`config.mk`:
```
export PLATFORM = sky130hd
export DESIGN_NAME = red_pitaya_dac_slew
export DESIGN_NICKNAME = d
export VERILOG_FILES = /design/src/rtl/red_pitaya_dac_slew_pkg.sv /design/src/rtl/red_pitaya_dac_step.sv /design/src/rtl/red_pitaya_dac_slew.sv
export SDC_FILE = /design/constraint.sdc
export NUM_CORES = 1
export LEC_CHECK = 0
export ABC_CLOCK_PERIOD_IN_PS = 11500
export BUFFER_PORTS_ARGS = -buffer_cell sky130_fd_sc_hd__buf_2
export CAP_MARGIN = 20
export CELL_PAD_IN_SITES_DETAIL_PLACEMENT = 1
export CELL_PAD_IN_SITES_GLOBAL_PLACEMENT = 1
export CORE_ASPECT_RATIO = 2
export CORE_MARGIN = 4
export CORE_UTILIZATION = 25
export CTS_CLUSTER_DIAMETER = 80
export DETAILED_ROUTE_END_ITERATION = 10
export MAX_ROUTING_LAYER = met4
export PLACE_DENSITY = 0.48
export SETUP_SLACK_MARGIN = 0.3
export SYNTH_ARGS = -nofsm -noshare
export SYNTH_HDL_FRONTEND = slang
export SYNTH_SLANG_ARGS = --single-unit
```
`constraint.sdc`:
```
create_clock -name dac_clk_i -period 11.5 [get_ports dac_clk_i]
set_input_delay 1.725 -clock dac_clk_i [delete_from_list [all_inputs] [get_ports dac_clk_i]]
set_output_delay 1.725 -clock dac_clk_i [all_outputs]
set_load 0.005 [all_outputs]
```
`src/rtl/red_pitaya_dac_slew_pkg.sv`:
```
// rtl/red_pitaya_dac_slew_pkg.sv - shared types, width default and step function for the DAC slew conditioner
package red_pitaya_dac_slew_pkg;

   localparam int DAC_DW = 14;

   typedef enum logic [1:0] {
      ST_OFF     = 2'd0,
      ST_RAMP_UP = 2'd1,
      ST_RUN     = 2'd2,
      ST_RAMP_DN = 2'd3
   } dac_state_t;

   // One bounded step from cur toward tgt; s == 0 jumps straight to tgt.
   // The result never leaves the [cur, tgt] interval, so no saturation is needed.
   function automatic logic signed [DAC_DW-1:0] move(
      input logic signed [DAC_DW-1:0] cur,
      input logic signed [DAC_DW-1:0] tgt,
      input logic        [DAC_DW-2:0] s
   );
      logic [DAC_DW:0] d;
      logic [DAC_DW:0] mag;
      d   = {tgt[DAC_DW-1], tgt} - {cur[DAC_DW-1], cur};
      mag = d[DAC_DW] ? (~d + (DAC_DW+1)'(1)) : d;
      if ((s == '0) || (mag <= {2'b00, s})) begin
         move = tgt;
      end else if (d[DAC_DW]) begin
         move = cur - {1'b0, s};
      end else begin
         move = cur + {1'b0, s};
      end
   endfunction

endpackage

```
`src/rtl/red_pitaya_dac_step.sv`:
```
// rtl/red_pitaya_dac_step.sv - combinational bounded step toward a target with reached/clipped flags
module red_pitaya_dac_step
   import red_pitaya_dac_slew_pkg::*;
#(
   parameter int DW = DAC_DW
) (
   input  logic signed [DW-1:0] cur,
   input  logic signed [DW-1:0] tgt,
   input  logic        [DW-2:0] step,
   output logic signed [DW-1:0] res,
   output logic                 reached,
   output logic                 clipped
);

   logic [DW:0] diff;
   logic [DW:0] mag;

   // Wide difference cannot overflow; the magnitude decides whether the step is clipped.
   always_comb begin
      diff    = {tgt[DW-1], tgt} - {cur[DW-1], cur};
      mag     = diff[DW] ? (~diff + (DW+1)'(1)) : diff;
      reached = (step == '0) || (mag <= {2'b00, step});
      clipped = ~reached;
      if (reached) begin
         res = tgt;
      end else if (diff[DW]) begin
         res = cur - {1'b0, step};
      end else begin
         res = cur + {1'b0, step};
      end
   end

endmodule

```
`src/rtl/red_pitaya_dac_slew.sv`:
```
// rtl/red_pitaya_dac_slew.sv - DAC slew limiter with soft start/stop; DAC_SLEW_STATS_EN adds a clip counter
module red_pitaya_dac_slew
   import red_pitaya_dac_slew_pkg::*;
#(
   parameter int DW = DAC_DW
) (
   input  logic                 dac_clk_i,
   input  logic                 dac_rst_i,
   input  logic signed [DW-1:0] dat_i,
   input  logic                 set_en_i,
   input  logic        [DW-2:0] set_slew_i,
   input  logic        [DW-2:0] set_ramp_i,
   output logic signed [DW-1:0] dac_o,
   output logic                 busy_o,
   output logic                 lim_o,
   output logic        [1:0]    state_o
`ifdef DAC_SLEW_STATS_EN
   ,
   input  logic                 stat_clr_i,
   output logic        [31:0]   lim_cnt_o
`endif
);

   dac_state_t          state, state_nxt;
   logic signed [DW-1:0] dat_r;
   logic signed [DW-1:0] dac_r, dac_nxt;
   logic                busy_r, busy_nxt;
   logic                lim_r, lim_nxt;

   logic        [DW-2:0] live_step;
   logic signed [DW-1:0] live_res, dn_res;
   logic                 live_reached, live_clipped;
   logic                 dn_reached, dn_clipped;

   // RUN is bounded by the slew limit, RAMP_UP by the ramp rate; both chase dat_r.
   assign live_step = (state == ST_RUN) ? set_slew_i : set_ramp_i;

   red_pitaya_dac_step #(.DW(DW)) u_step_live (
      .cur     (dac_r),
      .tgt     (dat_r),
      .step    (live_step),
      .res     (live_res),
      .reached (live_reached),
      .clipped (live_clipped)
   );

   red_pitaya_dac_step #(.DW(DW)) u_step_dn (
      .cur     (dac_r),
      .tgt     ('0),
      .step    (set_ramp_i),
      .res     (dn_res),
      .reached (dn_reached),
      .clipped (dn_clipped)
   );

   // Next state and next output sample; busy/lim describe the sample being produced.
   always_comb begin
      state_nxt = state;
      dac_nxt   = dac_r;
      busy_nxt  = 1'b0;
      lim_nxt   = 1'b0;
      case (state)
         ST_OFF: begin
            dac_nxt = '0;
            if (set_en_i) state_nxt = ST_RAMP_UP;
         end
         ST_RAMP_UP: begin
            dac_nxt  = live_res;
            busy_nxt = 1'b1;
            if (!set_en_i)         state_nxt = ST_RAMP_DN;
            else if (live_reached) state_nxt = ST_RUN;
         end
         ST_RUN: begin
            dac_nxt = live_res;
            lim_nxt = live_clipped;
            if (!set_en_i) state_nxt = ST_RAMP_DN;
         end
         ST_RAMP_DN: begin
            dac_nxt  = dn_res;
            busy_nxt = 1'b1;
            if (set_en_i)        state_nxt = ST_RAMP_UP;
            else if (dn_reached) state_nxt = ST_OFF;
         end
         default: begin
            state_nxt = ST_OFF;
            dac_nxt   = '0;
         end
      endcase
   end

   // Input register, FSM state and output sample registers.
   always_ff @(posedge dac_clk_i or posedge dac_rst_i) begin
      if (dac_rst_i) begin
         state  <= ST_OFF;
         dat_r  <= '0;
         dac_r  <= '0;
         busy_r <= 1'b0;
         lim_r  <= 1'b0;
      end else begin
         state  <= state_nxt;
         dat_r  <= dat_i;
         dac_r  <= dac_nxt;
         busy_r <= busy_nxt;
         lim_r  <= lim_nxt;
      end
   end

   assign dac_o   = dac_r;
   assign busy_o  = busy_r;
   assign lim_o   = lim_r;
   assign state_o = state;

`ifdef DAC_SLEW_STATS_EN
   logic [31:0] lim_cnt;

   // Saturating count of clipped output samples; clear wins over increment.
   always_ff @(posedge dac_clk_i or posedge dac_rst_i) begin
      if (dac_rst_i) begin
         lim_cnt <= '0;
      end else if (stat_clr_i) begin
         lim_cnt <= '0;
      end else if (lim_r && (lim_cnt != 32'hFFFF_FFFF)) begin
         lim_cnt <= lim_cnt + 32'd1;
      end
   end

   assign lim_cnt_o = lim_cnt;
`else
   // No clip statistics in this build; the ramp-down clipped flag is not needed.
   logic unused_flags;
   assign unused_flags = dn_clipped;
`endif

`ifdef DAC_SLEW_STATS_EN
   logic unused_dn_clipped;
   assign unused_dn_clipped = dn_clipped;
`endif

endmodule

```
==> impl_metrics.toml <==
[status]
outcome = "finished clean"

[critical_path]
required_ns = 11.68
rr_worst_depth = 17
worstSetupStartpointType = "flip-flop"
reg2reg_from = "dac_o[9]"
critPathKind = "reg2reg"
cp-startpoint = "dac_o[9]"
arrival_ns = 6.04
r2r-end = "state_o[1]"
path_max_fanout = 18
cp-endpoint = "state_o[1]"
crit_path_end_kind = "flip-flop"
rrSetupSlack_ns = 5.64

[yosys]
ys_types = 78
synth_area_leader_cell = "ha_1"
synth.avg_cell_area_um2 = 7.89
synthFlopType = "dfrtp_1"
synth_cells = 700
synth_area_leaders = "ha_1 17%, dfrtp_1 14%, xnor2_1 8.9%"
synth_seq_area_share_pct = 14.5
async_flop_share_pct = 100
ys_ff_latch = 32
syn_area_um2 = 5520
synth_common_cells = "74 x ha_1, 63 x nor2_1, 56 x xnor2_1"
ys_warn_count = 0
synth_nets = 820
synth_edf_count = 0
synth.most_common_cell = "ha_1"
synth_top_area_share_pct = 16.8

[drt]
firstDrtPassIters = 4
drt-vias-per-instance = 5.35
drcViolationCount = 0
routed_wl_um = 22400
vias = 5486
route.detailed.wl_per_inst_um = 21.8
ant_nets = 0
initialDrtViolationCount = 162

[sta]
rsz0062_at_grt = "no"
slew_viol_final = 0
hold_viol = 0
fin_crit_ns = 5.86
finalHoldWorstSlack_ns = 0.594
setup-tns-final_ns = 0
skew_ns = 0.00677
min_period_over_period_pct = 50.9
max_freq_ghz = 0.171
setup_viol = 0
slew_headroom_pct = 44.1
worstMarginPinSlew_ns = 0.832

[clock_tree]
clockRootBuffer = "clkbuf_16"
cts.sinks = 32
post-cts-setup-buffers = 0
hold_buffers = 0
clk_pin_slew_ns = 0.06
clk_latency_ns = 0.29
htreeDepth = 2
clockBufferDepth = 2
cts_tree = "built"
cts-resized-gates = 0
cts_made_buffers = 5

[worst_hold_path]
min_path_type = "reg2reg"

[placed_design]
dpl.hpwl_um = 19500
portBuffers = 60
gp_congestion = 0.858

[floorplan]
start_util_pct = 25.5
core_area_um2 = 21700
chipHeight_um = 218
die_w_um = 113
die_area_um2 = 24700
io_pins = 61
row_count = 76

[grt]
grt_use_total_pct = 18.8
overflow = 0
grt_max_degree = 33
antenna_found_initial = 0
grt_first_pass_wirelength_um = 34500
grt_pass1_vias = 6223

[job]
maxCapViolCount = 0

[layout]
num-fill-cells = 2674
drive_gt1_share_pct = 11.6
diodes = 0
synthToLayoutAreaGrowth_pct = 13.3
multi_input_area_um2 = 4470
final-seq-area_um2 = 801
nets = 872
==> worst min path at each step <==
stage | from | endpoint | slack, ns | cells after the start
finish | state_o[1] | state_o[1] | 0.59 | 1
global route | state_o[1] | state_o[1] | 0.64 | 1
CTS | state_o[1] | state_o[1] | 0.60 | 1
detailed placement | state_o[1] | state_o[1] | 0.59 | 1
global placement | state_o[1] | state_o[1] | 0.56 | 1
floorplan | dat_r[11] | dac_o[11] | 0.52 | 2
==> cell usage in the layout (no fill, tap or decap), types with 4 or more instances in the layout <==
cell | synthesis | layout
o22ai_1 | 12 | 12
o31ai_1 | 7 | 7
nor4_1 | 5 | 5
or3_1 | 6 | 6
mux2i_1 | 30 | 30
nor2_1 | 63 | 63
inv_1 | 44 | 44
nand3_1 | 18 | 18
a21o_1 | 5 | 5
and4_1 | 4 | 4
or2_2 | 5 | 5
and2_1 | 6 | 6
nor3_1 | 32 | 32
buf_2 | 3 | 60
a31oi_1 | 8 | 8
nand2_1 | 38 | 38
ha_1 | 74 | 74
dfrtp_1 | 32 | 32
nor2b_1 | 12 | 12
xor2_1 | 27 | 27
o21ai_0 | 34 | 34
nand2b_1 | 12 | 12
o21ai_1 | 6 | 6
o21a_1 | 10 | 10
a21oi_1 | 46 | 46
o211ai_1 | 7 | 7
xnor2_1 | 56 | 56
nor4b_1 | 4 | 4
clkbuf_16 | 0 | 5
nand4_1 | 10 | 10
==> registers in the layout, indices dropped and copies added, names as in the netlist <==
signal	count
busy_o	1
dac_o	14
dat_r	14
lim_o	1
state_o	2
==> kinds of logic after synthesis <==
family | count (synthesis) | share of synthesized area (%)
AND/OR/NAND/NOR | 230 | 21.4
AO/OA/AOI/OAI | 181 | 22.3
XOR/XNOR | 84 | 13.5
adder cells (fa/ha/maj) | 77 | 17.9
buffers and inverters | 63 | 4.49
multiplexers | 33 | 6.05
flip-flops | 32 | 14.5
==> layer usage <==
layer / vias up / wire, µm / GRT usage [%]
li1: 2662 / - / -
met4: 0 / 1150 / 9.75
met3: 46 / 241 / 0.914
met2: 73 / 13200 / 38.2
met5: - / 0 / -
met1: 2705 / 7850 / 17.1
==> layout make-up <==
type / instances / share of cell area, %
Sequential cell: 32 / 12.8
Timing Repair Buffer: 63 / 5.16
Clock buffer: 8 / 2.34
Multi-Input combinational cell: 605 / 71.5
Inverter: 45 / 2.70
Tap cell: 273 / 5.46
==> critical path, stage by stage (launching register included) <==
cell,delay (ns)
dfrtp_1,0.58
inv_1,0.19
ha_1,0.47
a21o_1,0.23
a21oi_1,0.26
a2bb2oi_1,0.28
and2_1,0.19
a31o_1,0.63
o21ai_0,0.24
xnor2_1,0.18
ha_1,0.30
nand3_1,0.10
o21ai_0,0.37
o221ai_1,0.22
o22a_1,0.28
a31oi_4,0.65
o21bai_1,0.22
mux2_1,0.34
==> stage by stage <==
stage | setup WS [ns] | area [µm²] | instances | util [%]
final | 5.64 | 6250 | 1026 | 28.8
after global routing | 5.24 | 6250 | 1026 | 28.8
after CTS | 5.59 | 6250 | 1026 | 28.8
after detailed placement | 5.62 | 6110 | 1018 | 28.2
after global placement | 5.72 | 6110 | 1018 | 28.2
after floorplan | 6.60 | 5520 | 700 | -
Power is not shown: default switching activity piles up to over one toggle a cycle in this logic, so the estimate is an artifact.
